<file path="src/rtl/fetch_unit_if.sv">
// Bundle of the fetch stage's memory-side, decode-side and control signals.
// The master modport is the fetch unit; the slave modport is memory/decode/controller.
interface fetch_unit_if #(
  parameter int XLEN = 32
);
  // Handshakes: a memory read is outstanding while mem_req=1, with mem_addr held stable.
  // It completes on the first cycle that mem_ack=1, when mem_rdata is valid. An instruction
  // is held while fetch_ready=1, with inst/inst_pc stable. It is consumed on the first cycle
  // that decode_ack=1, unless redirect_valid is also 1 in that cycle, in which case it is
  // dropped.
  logic            stall_fc;
  logic            redirect_valid;
  logic [XLEN-1:0] redirect_pc;
  logic            mem_req;
  logic [XLEN-1:0] mem_addr;
  logic            mem_ack;
  logic [XLEN-1:0] mem_rdata;
  logic            fetch_ready;
  logic [XLEN-1:0] inst;
  logic [XLEN-1:0] inst_pc;
  logic            decode_ack;
  logic [31:0]     fetch_count;

  modport master (
    input  stall_fc, redirect_valid, redirect_pc, mem_ack, mem_rdata, decode_ack,
    output mem_req, mem_addr, fetch_ready, inst, inst_pc, fetch_count
  );

  modport slave (
    output stall_fc, redirect_valid, redirect_pc, mem_ack, mem_rdata, decode_ack,
    input  mem_req, mem_addr, fetch_ready, inst, inst_pc, fetch_count
  );
endinterface

</file>
<file path="src/rtl/fetch_unit.sv">
// Instruction fetch stage: PC, single outstanding memory read, one-entry holding register.
// Optional delivered-instruction counter is built when FETCH_PERF_CNT_EN is defined.
module fetch_unit #(
  parameter int              XLEN     = 32,
  parameter logic [XLEN-1:0] RESET_PC = '0
) (
  input  logic         clk,
  input  logic         reset,
  fetch_unit_if.master bus,
  output logic [1:0]   dbg_state_o
);

  typedef enum logic [1:0] {
    S_IDLE = 2'd0,
    S_REQ  = 2'd1,
    S_HOLD = 2'd2
  } state_e;

  state_e          state_q;
  logic [XLEN-1:0] pc_q;
  logic [XLEN-1:0] pend_pc_q;
  logic            drop_q;
  logic [XLEN-1:0] inst_q;
  logic [XLEN-1:0] inst_pc_q;

  always_ff @(posedge clk) begin
    if (reset) begin
      state_q   <= S_IDLE;
      pc_q      <= RESET_PC;
      pend_pc_q <= '0;
      drop_q    <= 1'b0;
      inst_q    <= '0;
      inst_pc_q <= '0;
    end else begin
      case (state_q)
        S_IDLE: begin
          if (bus.redirect_valid) begin
            pc_q <= bus.redirect_pc;
          end else if (!bus.stall_fc) begin
            state_q <= S_REQ;
          end
        end
        S_REQ: begin
          // pc_q stays put until the ack so mem_addr is stable for the whole request.
          if (bus.mem_ack) begin
            if (drop_q || bus.redirect_valid) begin
              pc_q    <= bus.redirect_valid ? bus.redirect_pc : pend_pc_q;
              drop_q  <= 1'b0;
              state_q <= S_IDLE;
            end else begin
              inst_q    <= bus.mem_rdata;
              inst_pc_q <= pc_q;
              pc_q      <= pc_q + XLEN'(4);
              state_q   <= S_HOLD;
            end
          end else if (bus.redirect_valid) begin
            drop_q    <= 1'b1;
            pend_pc_q <= bus.redirect_pc;
          end
        end
        S_HOLD: begin
          if (bus.redirect_valid) begin
            pc_q    <= bus.redirect_pc;
            state_q <= S_IDLE;
          end else if (bus.decode_ack) begin
            state_q <= bus.stall_fc ? S_IDLE : S_REQ;
          end
        end
        default: state_q <= S_IDLE;
      endcase
    end
  end

  assign bus.mem_req     = (state_q == S_REQ);
  assign bus.mem_addr    = pc_q;
  assign bus.fetch_ready = (state_q == S_HOLD);
  assign bus.inst        = inst_q;
  assign bus.inst_pc     = inst_pc_q;
  assign dbg_state_o     = state_q;

`ifdef FETCH_PERF_CNT_EN
  logic [31:0] fetch_count_q;

  always_ff @(posedge clk) begin
    if (reset) begin
      fetch_count_q <= '0;
    end else if (state_q == S_HOLD && bus.decode_ack && !bus.redirect_valid) begin
      fetch_count_q <= fetch_count_q + 32'd1;
    end
  end

  assign bus.fetch_count = fetch_count_q;
`else
  assign bus.fetch_count = '0;
`endif

endmodule

</file>
<file path="src/flat_wrapper.sv">
// flat-port wrapper written by rule: the top's interface ports become plain ports
module fetch_unit_flat 
#(
  parameter int              XLEN     = 32,
  parameter logic [XLEN-1:0] RESET_PC = '0
)
  (clk, reset, dbg_state_o, bus_stall_fc, bus_redirect_valid, bus_redirect_pc, bus_mem_ack, bus_mem_rdata, bus_decode_ack, bus_mem_req, bus_mem_addr, bus_fetch_ready, bus_inst, bus_inst_pc, bus_fetch_count);
  fetch_unit_if #(.XLEN(XLEN)) bus_i ();
  input  logic clk;
  input  logic reset;
  output logic [1:0] dbg_state_o;
  input wire logic [$bits(bus_i.stall_fc)-1:0] bus_stall_fc;
  input wire logic [$bits(bus_i.redirect_valid)-1:0] bus_redirect_valid;
  input wire logic [$bits(bus_i.redirect_pc)-1:0] bus_redirect_pc;
  input wire logic [$bits(bus_i.mem_ack)-1:0] bus_mem_ack;
  input wire logic [$bits(bus_i.mem_rdata)-1:0] bus_mem_rdata;
  input wire logic [$bits(bus_i.decode_ack)-1:0] bus_decode_ack;
  output wire logic [$bits(bus_i.mem_req)-1:0] bus_mem_req;
  output wire logic [$bits(bus_i.mem_addr)-1:0] bus_mem_addr;
  output wire logic [$bits(bus_i.fetch_ready)-1:0] bus_fetch_ready;
  output wire logic [$bits(bus_i.inst)-1:0] bus_inst;
  output wire logic [$bits(bus_i.inst_pc)-1:0] bus_inst_pc;
  output wire logic [$bits(bus_i.fetch_count)-1:0] bus_fetch_count;
  assign bus_i.stall_fc = bus_stall_fc;
  assign bus_i.redirect_valid = bus_redirect_valid;
  assign bus_i.redirect_pc = bus_redirect_pc;
  assign bus_i.mem_ack = bus_mem_ack;
  assign bus_i.mem_rdata = bus_mem_rdata;
  assign bus_i.decode_ack = bus_decode_ack;
  assign bus_mem_req = bus_i.mem_req;
  assign bus_mem_addr = bus_i.mem_addr;
  assign bus_fetch_ready = bus_i.fetch_ready;
  assign bus_inst = bus_i.inst;
  assign bus_inst_pc = bus_i.inst_pc;
  assign bus_fetch_count = bus_i.fetch_count;
  fetch_unit #(.XLEN(XLEN), .RESET_PC(RESET_PC)) u_core (.clk(clk), .reset(reset), .bus(bus_i), .dbg_state_o(dbg_state_o));
endmodule
</file>
<file path="config.mk">
export PLATFORM = sky130hd
export DESIGN_NAME = fetch_unit_flat
export DESIGN_NICKNAME = d
export VERILOG_FILES = /design/src/rtl/fetch_unit_if.sv /design/src/rtl/fetch_unit.sv /design/src/flat_wrapper.sv
export SDC_FILE = /design/constraint.sdc
export NUM_CORES = 1
export LEC_CHECK = 0
export BUFFER_PORTS_ARGS = -buffer_cell sky130_fd_sc_hd__buf_4
export CORE_MARGIN = 8
export CORE_UTILIZATION = 35
export CTS_CLUSTER_DIAMETER = 150
export DETAILED_ROUTE_END_ITERATION = 16
export GPL_TIMING_DRIVEN = 0
export SLEW_MARGIN = 20
export SYNTH_ARGS = -nofsm -noshare
export SYNTH_HDL_FRONTEND = slang
export SYNTH_SLANG_ARGS = --single-unit
</file>
<file path="constraint.sdc">
create_clock -name clk -period 1.8 [get_ports clk]
set_clock_uncertainty 0.05 [all_clocks]
set_input_delay 0 -clock clk [delete_from_list [all_inputs] [get_ports clk]]
set_output_delay 0 -clock clk [all_outputs]
set_load 0.02 [all_outputs]
</file>
==> metrics.md <==
| Metric | Value |
|---|---|
| Status | `finished, violations left` |
| Failing checks | `setup timing` |
| Mapped Cells | `804` |
| Cell Chain, Critical Path | `nand4_4 -> or4_4 -> or3_4 -> a221oi_2 -> nor3_1` |
| Largest net degree at the start of global routing | `17` |
| Peak VDD IR | `0.686 mV` |
| Commonest non-fill, non-tap cell in the layout | `nand2_1` |
| Slack of the worst reg-to-reg path | `-0.18 ns` |
| CTS Buffer Depth | `2` |
| Worst-path fanout max | `8` |
| Slew Limit Headroom | `0.485` |
| Warnings, synthesis | `0` |
| Leakage dissipation | `3.86 nW` |
| Clock sinks | `131` |
| Non-filler cells in the finished layout | `1342` |
| Remaining antenna violation count | `0` |
| Post-synthesis sequential area ratio | `0.433` |
| WL final | `23100 um` |
| Startpoint types | `flop` |
| Htree depth | `4` |
| Post-synth EDFFs | `0` |
| Total global routing overflow | `0` |
| Core area | `0.0171 mm^2` |
| Slew of the pin with the lowest slew margin | `0.773 ns` |
| CP Buf/Inv Count | `0` |
| GPL Wtd Cong | `0.897` |
| Post-route cell area | `0.00952 mm^2` |
| Yosys reg bits | `131` |
| Clock Latency Late Sink | `0.43 ns` |
| Worst-path clk slew | `0.06 ns` |
| Critical path arrival | `2.23 ns` |
| Post-synthesis cell area | `0.00606 mm^2` |
| DP Worst Slack | `-0.555 ns` |
| Port bufs | `168` |
| Share of cells above drive strength 1 | `0.312` |
| CTS tree | `yes` |
| Cells after DPL | `1228` |
| RSZ-0062 raised after global routing | `yes` |
| CTS buffer count | `17` |
| Vias in the first global route | `6245` |
| Post-Route Utilization | `0.556` |
| Fin crit period | `1.98 ns` |
| Maximum clock frequency | `506 MHz` |
| Crit path kind | `reg2reg` |
| CP max stage cell | `or4_4` |
| Critical Path Sink Type | `flop` |
| Endpoints failing setup | `6` |
| Routed len/inst | `17.2 um` |
| Cell family with most CP delay | `simple AND/OR/NAND/NOR gates` |
| Main synth FF type | `dfxtp_1` |
| Yosys cell types | `53` |
| Post-synth ARST share | `0` |
| # diodes | `0` |
| Part of the cycle the worst path needs | `1.10` |
| Vias per cell | `5.02` |
| Initial Utilization | `0.354` |
| DRC Markers | `0` |
| Area grow syn2layout | `57.2%` |
| Initial antenna violation count | `0` |
| Die height | `148 um` |
| 1st-pass router iterations | `5` |
| Pwr Total | `7.85 mW` |
| Max-Cap Viols | `0` |
| Die width | `148 um` |
| Final hold vios | `0` |
| Commonest non-fill, non-tap cells in the layout | `nand2_1 (230), buf_4 (225), a21oi_1 (130)` |
| Area of the die | `0.0218 mm^2` |
| First-pass GRT wire length | `35200 um` |
| Mean post-synth cell area | `7.53 um^2` |
| Final worst setup slack | `-0.175 ns` |
| Cell Rows | `48` |
| Max stage delay on crit path | `0.57 ns` |
| Area post-placement | `0.00777 mm^2` |
| Net count, final | `1175` |
| Clk Tree Root Cell | `clkbuf_16` |
| Worst path required time | `2.05 ns` |
| Hold Crit Class | `in2reg` |
| Power Dens Cells | `825 mW/mm^2` |
| All-layer global routing usage | `0.204` |
| Ports | `202` |
| DRT iter0 DRCs | `414` |
| Final Max Slew Viols | `0` |
| Detailed Place HPWL | `16500 um` |
| Vias | `6732` |
[metal layers]
layer / vias to the layer above / wire [um] / global-route usage
li1: 3328 / - / -
met1: 3124 / 10100 / 0.261
met2: 248 / 10800 / 0.326
met3: 32 / 1740 / 0.0553
met4: 0 / 433 / 0.0627
met5: - / 0 / 0
[registers in the layout, summed over array words and instances (netlist names)]
register	count
u_core.drop_q	1
u_core.bus.mem_addr	32
u_core.bus.inst_pc	32
u_core.pend_pc_q	32
u_core.bus.inst	32
u_core.dbg_state_o	2
[tightest hold or removal path: cells and delay by family]
family	cells	cell delay, ns
AO/OA/AOI/OAI	1	0.17
buffers and inverters	1	0.15
AND/OR/NAND/NOR	2	0.14
[final timing paths]
kind,cells after the start,from,endpoint
worst min register to register,2,u_core.pend_pc_q[27],u_core.pend_pc_q[27]
worst min-delay path,4,bus_redirect_valid,u_core.bus.mem_addr[29]
worst max register to register,5,u_core.bus.mem_addr[6],u_core.bus.mem_addr[19]
worst max-delay path,5,u_core.bus.mem_addr[6],u_core.bus.mem_addr[19]
[metrics by stage]
step,hold WS (ns),setup TNS (ns)
after floorplan,0.0860,-0.561
after global placement,0.197,-35.66
final,0.0148,-0.441
after detailed placement,0.206,-36.74
after CTS,0.0546,-0.325
after global routing,0.0328,-1.01
[logic make-up (layout without fill, tap and decap cells)]
group / Yosys count / count (layout) / synth area share
flip-flops: 131 / 131 / 0.433
multiplexers: 5 / 5 / 0.00826
buffers and inverters: 101 / 383 / 0.0843
AND/OR/NAND/NOR: 354 / 354 / 0.268
AO/OA/AOI/OAI: 211 / 211 / 0.204
adder cells (fa/ha/maj): 1 / 1 / 0.00207
other: 1 / 32 / 0.000619
[cell type report]
| type | count | area (um^2) |
|---|---|---|
| Fill cell | 1594 | 7600 |
| Multi-Input combinational cell | 603 | 3210 |
| Sequential cell | 131 | 2690 |
| Timing Repair Buffer | 256 | 2110 |
| Buffer | 89 | 603 |
| Clock buffer | 23 | 478 |
| Tap cell | 225 | 282 |
| Clock inverter | 9 | 128 |
| Inverter | 6 | 22.5 |
[repair_timing]
action,CTS,global route
hold endpoints to repair,84,0
pin swaps,10,8
buffers inserted,17,4
cloned,0,0
gates resized for setup,81,62
endpoints found under the setup margin,125,122
hold buffers,67,0
[synthesized netlist by cell type, drive strengths merged, types with 5 or more instances]
cell type / n / area, um^2
clkbuf: 49 / 186
nor2: 25 / 93.8
inv: 6 / 22.5
a311oi: 6 / 52.6
and3: 10 / 62.6
buf: 46 / 302
nand3: 20 / 100
nand2b: 7 / 43.8
o211ai: 7 / 52.6
and4: 5 / 43.8
nor3: 11 / 60.1
nand4: 7 / 73.8
a21oi: 133 / 666
nor4: 6 / 37.5
nand2: 231 / 867
mux2i: 5 / 50.1
o21ai: 32 / 160
nand3b: 11 / 82.6
dfxtp: 131 / 2620
[where the power goes]
group          switching, mW  internal [mW]
combinational          0.626          0.527
sequential             0.127           2.99
clock                   1.30           2.28
Note: power is estimated with default switching activity, not from simulation.
